<file path="src/rtl/ps2_pkg.sv">
// Shared PS/2 definitions: host FSM states, command bytes, parity helper.
// Imported by the host transmitter and reusable by the keyboard receiver.
package ps2_pkg;

    typedef enum logic [2:0] {
        IDLE,
        INHIBIT,
        REQ,
        SEND,
        ACK_WAIT
    } ps2_state_e;

    localparam logic [7:0] CMD_SET_LEDS = 8'hED;
    localparam logic [7:0] CMD_ENABLE   = 8'hF4;
    localparam logic [7:0] CMD_RESET    = 8'hFF;
    localparam logic [7:0] ACK_BYTE     = 8'hFA;

    // Bit index of the stop bit; the next falling edge carries the ACK.
    localparam logic [3:0] STOP_BIT = 4'd10;

    function automatic logic odd_parity(input logic [7:0] d);
        return ~^d;
    endfunction

endpackage

</file>
<file path="src/rtl/ps2_line_filter.sv">
// 2-FF synchronizer plus stable-sample filter for one PS/2 line.
// Ports: clk, reset (async active-low), line_in (raw), line_out (filtered, resets to 1).
module ps2_line_filter #(
    parameter int FILTER_LEN = 8
) (
    input  logic clk,
    input  logic reset,
    input  logic line_in,
    output logic line_out
);

    localparam int CW = $clog2(FILTER_LEN + 1);

    logic          sync1_q;
    logic          sync2_q;
    logic          filt_q;
    logic          filt_d;
    logic [CW-1:0] cnt_q;
    logic [CW-1:0] cnt_d;

    always_ff @(posedge clk or negedge reset) begin
        if (!reset) begin
            sync1_q <= 1'b1;
            sync2_q <= 1'b1;
            filt_q  <= 1'b1;
            cnt_q   <= '0;
        end else begin
            sync1_q <= line_in;
            sync2_q <= sync1_q;
            filt_q  <= filt_d;
            cnt_q   <= cnt_d;
        end
    end

    // cnt_q counts consecutive samples that disagree with the filtered
    // value; the FILTER_LEN-th one in a row flips the output.
    always_comb begin
        filt_d = filt_q;
        cnt_d  = '0;
        if (sync2_q != filt_q) begin
            if (cnt_q == CW'(FILTER_LEN - 1)) begin
                filt_d = sync2_q;
            end else begin
                cnt_d = cnt_q + 1'b1;
            end
        end
    end

    assign line_out = filt_q;

endmodule

</file>
<file path="src/rtl/ps2_host_tx.sv">
// Host-to-device PS/2 transmitter: inhibit, request-to-send, 11-bit frame, ACK.
// Ports: tx_data/tx_valid/tx_ready request, tx_busy, tx_done/tx_ack_err/tx_timeout pulses,
// ps2_clk_in/ps2_data_in raw lines, ps2_clk_oe/ps2_data_oe open-drain pull-low enables.
module ps2_host_tx
    import ps2_pkg::*;
#(
    parameter int INHIBIT_CYCLES        = 5000,
    parameter int START_TIMEOUT_CYCLES  = 750000,
    parameter int PACKET_TIMEOUT_CYCLES = 100000,
    parameter int FILTER_LEN            = 8
) (
    input  logic       clk,
    input  logic       reset,
    input  logic [7:0] tx_data,
    input  logic       tx_valid,
    output logic       tx_ready,
    output logic       tx_busy,
    output logic       tx_done,
    output logic       tx_ack_err,
    output logic       tx_timeout,
    input  logic       ps2_clk_in,
    input  logic       ps2_data_in,
    output logic       ps2_clk_oe,
    output logic       ps2_data_oe
);

    localparam int MAX_A = (INHIBIT_CYCLES > START_TIMEOUT_CYCLES) ?
                           INHIBIT_CYCLES : START_TIMEOUT_CYCLES;
    localparam int MAX_P = (MAX_A > PACKET_TIMEOUT_CYCLES) ?
                           MAX_A : PACKET_TIMEOUT_CYCLES;
    localparam int TW    = $clog2(MAX_P) + 1;

    ps2_state_e    state_q, state_d;
    logic [TW-1:0] timer_q, timer_d;
    logic [3:0]    bit_cnt_q, bit_cnt_d;
    logic [7:0]    data_q, data_d;
    logic          par_q, par_d;
    logic          ack_err_q, ack_err_d;
    logic          done_q, done_d;
    logic          err_q, err_d;
    logic          to_q, to_d;
    logic          clk_prev_q;

    logic          clk_f;
    logic          data_f;
    logic          fall;
    logic [TW-1:0] limit;
    logic          cur_bit;

    ps2_line_filter #(.FILTER_LEN(FILTER_LEN)) u_clk_filt (
        .clk      (clk),
        .reset    (reset),
        .line_in  (ps2_clk_in),
        .line_out (clk_f)
    );

    ps2_line_filter #(.FILTER_LEN(FILTER_LEN)) u_data_filt (
        .clk      (clk),
        .reset    (reset),
        .line_in  (ps2_data_in),
        .line_out (data_f)
    );

    assign fall = clk_prev_q & ~clk_f;

    // Before the first edge the start window applies, afterwards the packet window.
    assign limit = (bit_cnt_q == 4'd0) ? TW'(START_TIMEOUT_CYCLES - 1)
                                       : TW'(PACKET_TIMEOUT_CYCLES - 1);

    always_ff @(posedge clk or negedge reset) begin
        if (!reset) begin
            state_q    <= IDLE;
            timer_q    <= '0;
            bit_cnt_q  <= '0;
            data_q     <= '0;
            par_q      <= 1'b0;
            ack_err_q  <= 1'b0;
            done_q     <= 1'b0;
            err_q      <= 1'b0;
            to_q       <= 1'b0;
            clk_prev_q <= 1'b1;
        end else begin
            state_q    <= state_d;
            timer_q    <= timer_d;
            bit_cnt_q  <= bit_cnt_d;
            data_q     <= data_d;
            par_q      <= par_d;
            ack_err_q  <= ack_err_d;
            done_q     <= done_d;
            err_q      <= err_d;
            to_q       <= to_d;
            clk_prev_q <= clk_f;
        end
    end

    always_comb begin
        state_d   = state_q;
        timer_d   = timer_q;
        bit_cnt_d = bit_cnt_q;
        data_d    = data_q;
        par_d     = par_q;
        ack_err_d = ack_err_q;
        done_d    = 1'b0;
        err_d     = 1'b0;
        to_d      = 1'b0;
        unique case (state_q)
            IDLE: begin
                timer_d   = '0;
                bit_cnt_d = '0;
                if (tx_valid) begin
                    data_d  = tx_data;
                    par_d   = odd_parity(tx_data);
                    state_d = INHIBIT;
                end
            end
            INHIBIT: begin
                if (timer_q == TW'(INHIBIT_CYCLES - 1)) begin
                    timer_d = '0;
                    state_d = REQ;
                end else begin
                    timer_d = timer_q + 1'b1;
                end
            end
            REQ: begin
                timer_d   = '0;
                bit_cnt_d = '0;
                state_d   = SEND;
            end
            SEND: begin
                if (fall) begin
                    // First edge restarts the timer for the packet window.
                    timer_d   = (bit_cnt_q == 4'd0) ? '0 : timer_q + 1'b1;
                    bit_cnt_d = bit_cnt_q + 1'b1;
                    if (bit_cnt_q == STOP_BIT) begin
                        ack_err_d = data_f;
                        state_d   = ACK_WAIT;
                    end
                end else if (timer_q >= limit) begin
                    to_d    = 1'b1;
                    state_d = IDLE;
                end else begin
                    timer_d = timer_q + 1'b1;
                end
            end
            ACK_WAIT: begin
                if (clk_f && data_f) begin
                    done_d  = ~ack_err_q;
                    err_d   = ack_err_q;
                    state_d = IDLE;
                end
            end
            default: state_d = IDLE;
        endcase
    end

    // Frame bit on the wire for the current bit_cnt; 1 means release.
    always_comb begin
        cur_bit = 1'b1;
        if (bit_cnt_q == 4'd0) begin
            cur_bit = 1'b0;
        end else if (bit_cnt_q <= 4'd8) begin
            cur_bit = data_q[bit_cnt_q[2:0] - 3'd1];
        end else if (bit_cnt_q == 4'd9) begin
            cur_bit = par_q;
        end
    end

    always_comb begin
        tx_ready    = (state_q == IDLE);
        tx_busy     = (state_q != IDLE);
        ps2_clk_oe  = (state_q == INHIBIT) || (state_q == REQ);
        ps2_data_oe = (state_q == REQ) || ((state_q == SEND) && !cur_bit);
        tx_done     = done_q;
        tx_ack_err  = err_q;
        tx_timeout  = to_q;
    end

endmodule

</file>
<file path="config.mk">
export PLATFORM = sky130hd
export DESIGN_NAME = ps2_host_tx
export DESIGN_NICKNAME = d
export VERILOG_FILES = /design/src/rtl/ps2_pkg.sv /design/src/rtl/ps2_line_filter.sv /design/src/rtl/ps2_host_tx.sv
export SDC_FILE = /design/constraint.sdc
export NUM_CORES = 1
export LEC_CHECK = 0
export CAP_MARGIN = 0
export CORE_MARGIN = 5
export CORE_UTILIZATION = 54
export CTS_CLUSTER_SIZE = 14
export DETAILED_ROUTE_END_ITERATION = 16
export MAX_ROUTING_LAYER = met4
export PLACE_DENSITY = 0.85
export REMOVE_ABC_BUFFERS = 1
export SYNTH_ARGS = -nofsm -noshare
export SYNTH_HDL_FRONTEND = slang
export SYNTH_SLANG_ARGS = --single-unit
export TNS_END_PERCENT = 10
</file>
<file path="constraint.sdc">
create_clock -name clk -period 3.8 [get_ports clk]
set_clock_uncertainty 0.2 [all_clocks]
set_input_delay 0.38 -clock clk [delete_from_list [all_inputs] [get_ports clk]]
set_output_delay 0.38 -clock clk [all_outputs]
set_load 0.02 [all_outputs]
</file>
=== After elaboration in Yosys (flattened, before gate mapping) ===
Cells that the tools add are included.

* Flip-flop bits (word level): 56
* Input port bits: 13
* Output and inout port bits: 7
* Word-level logic and storage cells: 97

* Add/sub/neg operators: 5
* $lt $le $gt $ge: 3
* Equality and inequality tests: 18
* Multiplexer cells: 31
* Bitwise gates (word level): 3
* Reductions and logical operators: 19

{| class="wikitable"
|+ Operator list
! operator !! count
|-
| $mux W21 || 4
|-
| $pmux W21 S3 || 1
|-
| $add A21 B1 Y21 const B || 1
|-
| $eq A21 B13 Y1 const B || 1
|-
| $ge A21 B20 Y1 || 1
|-
| $mux W20 || 1
|-
| $mux W4 || 5
|-
| $mux W3 || 6
|-
| $pmux W3 S5 || 1
|-
| $add A4 B1 Y4 const B || 3
|-
| $mux W1 || 11
|-
| $reduce_and A2 Y1 || 5
|-
| $ne A3 B3 Y1 const B || 3
|-
| $eq A4 B3 Y1 const B || 2
|-
| $eq A4 B4 Y1 const B || 2
|-
| $ne A2 B2 Y1 const B || 4
|-
| $pmux W4 S2 || 1
|-
| $reduce_xnor A8 Y1 || 1
|-
| $eq A3 B2 Y1 const B || 2
|-
| $reduce_bool A3 Y1 || 2
|-
| $reduce_and A5 Y1 || 1
|-
| $le A4 B4 Y1 const B || 1
|-
| $logic_not A4 Y1 || 1
|-
| $lt A3 B4 Y1 const B || 1
|-
| other kinds (14) || 18
|}

=== Depth between registers and ports, before layout ===
* Depth after elaboration: 8
* Mapped depth: 13
* Depth with buffers taken out: 11

=== By module ===
From an unflattened synthesis, not the netlist that was laid out.

* Cell total of the unflattened synthesis: 326
* Area total of the unflattened synthesis: 3,239.4 sq um

{| class="wikitable"
|+ By module, submodules not included
! module !! times used !! cells an instance !! area an instance (sq um) !! seq. area each (sq um)
|-
| ps2_host_tx || 1 || 288 || 2,661.3 || 1,052.3
|-
| ps2_line_filter || 2 || 19 || 289.0 || 178.9
|}

=== Least setup slack after synthesis ===
No wires, ideal clock.

* Path type: reg-to-reg
* Start: reg bit_cnt_q[0]
* End: reg timer_q[8]
* Library setup time: 0.095 ns
* Data arrival time: 3.369 ns
* Data required time: 3.505 ns
* Setup slack: 0.136 ns
* Stages on the path, launching flop included: 13
* Path buffers: 1
* Period minus slack after synthesis: 3.664 ns
* Path through: dfrtp_1 > inv_1 > ha_1 > nor3b_1 > inv_1 > ha_1 > nand4b_1 > or4_1 > a31oi_1 > o2111a_1 > buf_1 > o31ai_1 > o31ai_1

* Word-level cells in the longest chain between the ends: 5

{| class="wikitable"
|+ Ends and longest elaborated chain
! element !! line !! source
|-
| start: declaration || ps2_host_tx.sv:35 || <nowiki>logic [3:0] bit_cnt_q, bit_cnt_d;</nowiki>
|-
| start signal: assignment || ps2_host_tx.sv:85 || <nowiki>bit_cnt_q <= bit_cnt_d;</nowiki>
|-
| $logic_not A4 Y1 (*) || ps2_host_tx.sv:67, ps2_host_tx.sv:132 ||
|-
| $mux W20 || ps2_host_tx.sv:67 || <nowiki>assign limit = (bit_cnt_q == 4'd0) ? TW'(START_TIMEOUT_CYCLES - 1)</nowiki>
|-
| $ge A21 B20 Y1 || ps2_host_tx.sv:138 || <nowiki>end else if (timer_q >= limit) begin</nowiki>
|-
| $ne A3 B3 Y1 (no line) || n/a ||
|-
| $reduce_and A2 Y1 (no line) || n/a ||
|-
| end signal: assignment || ps2_host_tx.sv:84 || <nowiki>timer_q <= timer_d;</nowiki>
|-
| end: declaration || ps2_host_tx.sv:34 || <nowiki>logic [TW-1:0] timer_q, timer_d;</nowiki>
|}

Mark *: on every way between the ends. The rest lies on a longest branch, timed or not.
A chain may end at the register's enable or synchronous reset.

=== Worst setup path in the final report ===
* Start: reg bit_cnt_q[1]
* End: reg timer_q[12]

The elaborated chain is that of the path after synthesis.

==> results.txt <==
Cell Pwr Density -> 386 nW/µm²
Number of enable flip-flop cells after synthesis -> 0
Post-synthesis sequential area ratio -> 42.6%
Design Area, Final -> 3670 µm²
Beginning of the worst register-to-register path -> bit_cnt_q[1]$_DFFE_PN0P_
YS warnings -> 0
Growth of design area from synthesis to finish -> 10.8%
Average via count per standard cell -> 6.21
Largest net degree at the start of global routing -> 39
Total congestion overflow after global routing -> 0
DRC violation total after the first TritonRoute iteration -> 224
Global Route Usage Sum -> 21.4%
Crit path buf inv count -> 3
Share of the synthesized area in compound gates (AO/OA/AOI/OAI) -> 17.9%
End of the worst hold path -> u_data_filt.sync2_q$_DFF_PN1_
Largest incremental delay on the critical path -> 0.45 ns
GPL Wtd Cong -> 0.892
Most used flip-flop cell after synthesis -> sky130_fd_sc_hd__dfrtp_1
Initial Util -> 55.6%
Area share of fa/ha/maj cells after synthesis -> 6.80%
Number of logic stages on the critical path including buffering -> 12
Instance count of the mapped netlist -> 335
Mapped cell area -> 3310 µm²
Crit path kind -> reg -> reg
Crit end category -> flop
Worst Hold Slack -> 0.162 ns
First-pass GRT wire length -> 12.8 mm
Number of ports placed on the die boundary -> 20
Number of buffers between clock root and the deepest sink -> 2
Final period utilization -> 93.4%
Share of final-layout standard cells stronger than drive strength 1 -> 15.3%
Met3 GRT Util -> 3.26%
Site row count -> 28
TritonCTS buffer count -> 5
Unrepaired setup endpoints after global routing -> false
Critical path peak fanout -> 18
Clock sink count -> 56
Number of I/O port buffers -> 19
Flip-flop and latch area -> 1410 µm²
Met2 Usage GRT -> 33.6%
Hold path start -> u_data_filt.sync1_q$_DFF_PN1_
Total area of multi-input combinational cells -> 1790 µm²
Data arrival time at the worst-slack endpoint -> 3.56 ns
Drt total wl -> 7.32 mm
Total Nets Final -> 382
Post-synth ARST share -> 100%
Total number of vias -> 2653
Remaining antenna violation count -> 0
Multiplexer share of the synthesized area -> 5.71%
Per-instance average area after synthesis -> 9.88 µm²
M1 GR Usage -> 29.1%
Finished Layout Cells -> 427
Basic-gate share of the synthesized area counting and, or, nand and nor cells -> 20.3%
Clock-pin slew on the worst setup and hold paths -> 0.10 ns
Busiest layer in global routing -> met2
Capture point of the worst reg-to-reg path -> timer_q[12]$_DFFE_PN0P_
Total DRC errors in the routed layout -> 0
Diode insertion count for antenna repair -> 0
Distinct cell type count after synthesis -> 58
Count of cells along the worst register-to-register path -> 12
Required arrival time at the worst endpoint -> 3.81 ns
Fin. Hold Viols -> 0
Final setup violating endpoints -> 0
Die H -> 88.3 µm
Startpoint types -> flop
Number of max-slew violations in the final report -> 0
Parity-gate share of the synthesized area counting xor and xnor cells -> 2.91%
Highest ir drop seen on vdd -> 0.240 mV
TritonCTS clock tree -> yes
Cell area after placement -> 3540 µm²
Combinational family with the most area after synthesis -> simple AND/OR/NAND/NOR gates
Number of placed instances, taps included -> 418
DR WL/cell -> 17.1 µm
Post-layout minimum cycle time -> 3.55 ns
Fill cell instance count of the final layout -> 473
Maximum clock frequency -> 0.282 GHz
Vias in the first global route -> 2607
Seq cells post-synth -> 56
Antenna violations before repair -> 0
CP cell instances -> inv_1 -> ha_1 -> nor3b_4 -> buf_4 -> ha_1 -> and2_1 -> a221oi_1 -> o211ai_1 -> o2111a_2 -> or3_1 -> buf_4 -> o41ai_1
Horizontal die dimension -> 88.3 µm
Cell with the biggest individual delay on the critical path -> sky130_fd_sc_hd__dfrtp_1
Detail Placement HPWL -> 5.25 mm
Min-Delay Path Depth -> 0
Outcome -> complete, no violations
Number of levels in the clock H-tree -> 2
Clock latency at the later pin of the worst-skew pair -> 0.31 ns
Max-cap violation count -> 0
Leakage power figure -> 1.54 nW
Standard cell core area -> 5960 µm²
Minimum setup slack among reg-to-reg paths -> 0.25 ns
Delay-heaviest family, CP -> compound AO/OA/AOI/OAI gates
Worst-case headroom to the max-slew limit -> 48.7%
Clock root cell -> sky130_fd_sc_hd__clkbuf_8
Number of detailed-routing iterations run before antenna repair -> 4
Slew @ Worst Pin -> 0.762 ns
Type of the tightest min-delay check -> reg -> reg
Total die area -> 7800 µm²
## kinds of logic (layout without fill, tap and decap cells)
group,after synthesis,in the layout
adder cells (fa/ha/maj),18,18
buffers and inverters,26,43
AO/OA/AOI/OAI,79,79
multiplexers,15,15
flip-flops,56,56
AND/OR/NAND/NOR,130,130
XOR/XNOR,11,11
## through the flow
| stage | power [mW] | util [%] | worst slack (ns) | setup TNS, ns |
|---|---|---|---|---|
| 4_1_cts | 1.42 | 61.3 | 0.104 | 0 |
| 3_5_place_dp | 1.08 | 59.5 | 0.128 | 0 |
| 5_1_grt | 1.50 | 61.6 | 0.0135 | 0 |
| 6_report | 1.42 | 61.6 | 0.249 | 0 |
| 2_1_floorplan | 0.978 | - | -0.326 | -5.62 |
| 3_3_place_gp | 1.06 | 59.5 | 0.305 | 0 |
## routing by layer
layer / part of all wire, % / up-vias
met5: 0 / -
met4: 1.3 / 0
met3: 4.6 / 10
met2: 49 / 65
met1: 45 / 1307
li1: - / 1271
## layout by cell type, fill, tap and decap left out, types with 9 or more instances in the layout
cell / synthesis / routed
sky130_fd_sc_hd__nor2_1: 33 / 33
sky130_fd_sc_hd__a21oi_1: 9 / 9
sky130_fd_sc_hd__o31ai_1: 20 / 20
sky130_fd_sc_hd__dfrtp_1: 49 / 49
sky130_fd_sc_hd__nand3_1: 14 / 14
sky130_fd_sc_hd__clkdlybuf4s50_1: 0 / 18
sky130_fd_sc_hd__nor3_1: 9 / 9
sky130_fd_sc_hd__mux2_2: 11 / 11
sky130_fd_sc_hd__xnor2_1: 11 / 11
sky130_fd_sc_hd__nand2_1: 27 / 27
sky130_fd_sc_hd__ha_1: 18 / 18
sky130_fd_sc_hd__o21ai_0: 12 / 12
## worst register-to-register path, cell delays in order (launching register included)
cell and delay [ns]:
sky130_fd_sc_hd__dfrtp_1 0.45, sky130_fd_sc_hd__inv_1 0.10, sky130_fd_sc_hd__ha_1 0.18, sky130_fd_sc_hd__nor3b_4 0.22, sky130_fd_sc_hd__buf_4 0.18, sky130_fd_sc_hd__ha_1 0.25, sky130_fd_sc_hd__and2_1 0.18, sky130_fd_sc_hd__a221oi_1 0.28
sky130_fd_sc_hd__o211ai_1 0.13, sky130_fd_sc_hd__o2111a_2 0.34, sky130_fd_sc_hd__or3_1 0.35, sky130_fd_sc_hd__buf_4 0.21, sky130_fd_sc_hd__o41ai_1 0.37
## registers in the layout (all words and copies together), names as in the netlist
| signal | cells |
|---|---|
| ack_err_q | 1 |
| bit_cnt_q | 4 |
| clk_prev_q | 1 |
| data_q | 8 |
| par_q | 1 |
| state_q | 3 |
| timer_q | 21 |
| tx_ack_err | 1 |
| tx_done | 1 |
| tx_timeout | 1 |
| u_clk_filt.cnt_q | 4 |
| u_clk_filt.line_out | 1 |
| u_clk_filt.sync1_q | 1 |
| u_clk_filt.sync2_q | 1 |
| u_data_filt.cnt_q | 4 |
| u_data_filt.line_out | 1 |
| u_data_filt.sync1_q | 1 |
| u_data_filt.sync2_q | 1 |
## how the worst max path moves through the flow
stage	start	endpoint	slack, ns
2_1_floorplan	bit_cnt_q[0]$_DFFE_PN0P_	timer_q[12]$_DFFE_PN0P_	-0.33
3_3_place_gp	bit_cnt_q[1]$_DFFE_PN0P_	timer_q[12]$_DFFE_PN0P_	0.30
3_5_place_dp	bit_cnt_q[1]$_DFFE_PN0P_	timer_q[12]$_DFFE_PN0P_	0.13
4_1_cts	bit_cnt_q[1]$_DFFE_PN0P_	timer_q[12]$_DFFE_PN0P_	0.10
5_1_grt	bit_cnt_q[1]$_DFFE_PN0P_	timer_q[12]$_DFFE_PN0P_	0.01
6_report	bit_cnt_q[1]$_DFFE_PN0P_	timer_q[12]$_DFFE_PN0P_	0.25
## synthesized netlist by cell type (3+ instances only)
master                     number  area share, %
sky130_fd_sc_hd__dfrtp_1       49             37
sky130_fd_sc_hd__nor2_1        33            3.7
sky130_fd_sc_hd__nand2_1       27            3.1
sky130_fd_sc_hd__o31ai_1       20            4.5
sky130_fd_sc_hd__ha_1          18            6.8
sky130_fd_sc_hd__nand3_1       14            2.1
sky130_fd_sc_hd__o21ai_0       12            1.8
sky130_fd_sc_hd__mux2_2        11            3.7
sky130_fd_sc_hd__xnor2_1       11            2.9
sky130_fd_sc_hd__a21oi_1        9            1.4
sky130_fd_sc_hd__nor3_1         9            1.4
sky130_fd_sc_hd__clkbuf_1       8           0.91
sky130_fd_sc_hd__inv_1          8           0.91
sky130_fd_sc_hd__dfstp_2        7            5.6
sky130_fd_sc_hd__a31oi_1        6            1.1
sky130_fd_sc_hd__and3_1         6            1.1
sky130_fd_sc_hd__o31ai_2        6            2.3
sky130_fd_sc_hd__nand2b_1       5           0.94
sky130_fd_sc_hd__and2_1         4           0.76
sky130_fd_sc_hd__nand4_1        4           0.76
sky130_fd_sc_hd__nor2b_1        4           0.76
sky130_fd_sc_hd__o211ai_1       4           0.91
sky130_fd_sc_hd__o21ai_1        4           0.60
sky130_fd_sc_hd__o41ai_1        4            1.1
sky130_fd_sc_hd__buf_1          3           0.34
sky130_fd_sc_hd__buf_2          3           0.45
sky130_fd_sc_hd__buf_6          3            1.0
sky130_fd_sc_hd__nand4b_1       3           0.79
sky130_fd_sc_hd__or3_1          3           0.57
## layout make-up
class	count	share of cell area, %
Timing Repair Buffer	27	6.75
Sequential cell	56	38.4
Tap cell	75	2.56
Inverter	8	0.819
Multi-Input combinational cell	253	48.9
Clock inverter	1	0.205
Clock buffer	7	2.35
## power breakdown
group	internal (mW)	leakage (nW)	switching (mW)
clock	0.149	0.0445	0.193
combinational	0.137	0.770	0.120
sequential	0.692	0.723	0.124
total	0.978	1.54	0.437
## what timing repair did
action | CTS | global route
buffers inserted | 0 | 0
hold buffers | 1 | 0
endpoints found under the hold margin | 22 | 0
setup endpoints to repair | 0 | 18
resized for setup | 0 | 5
Power figures use the tool's default switching activity.
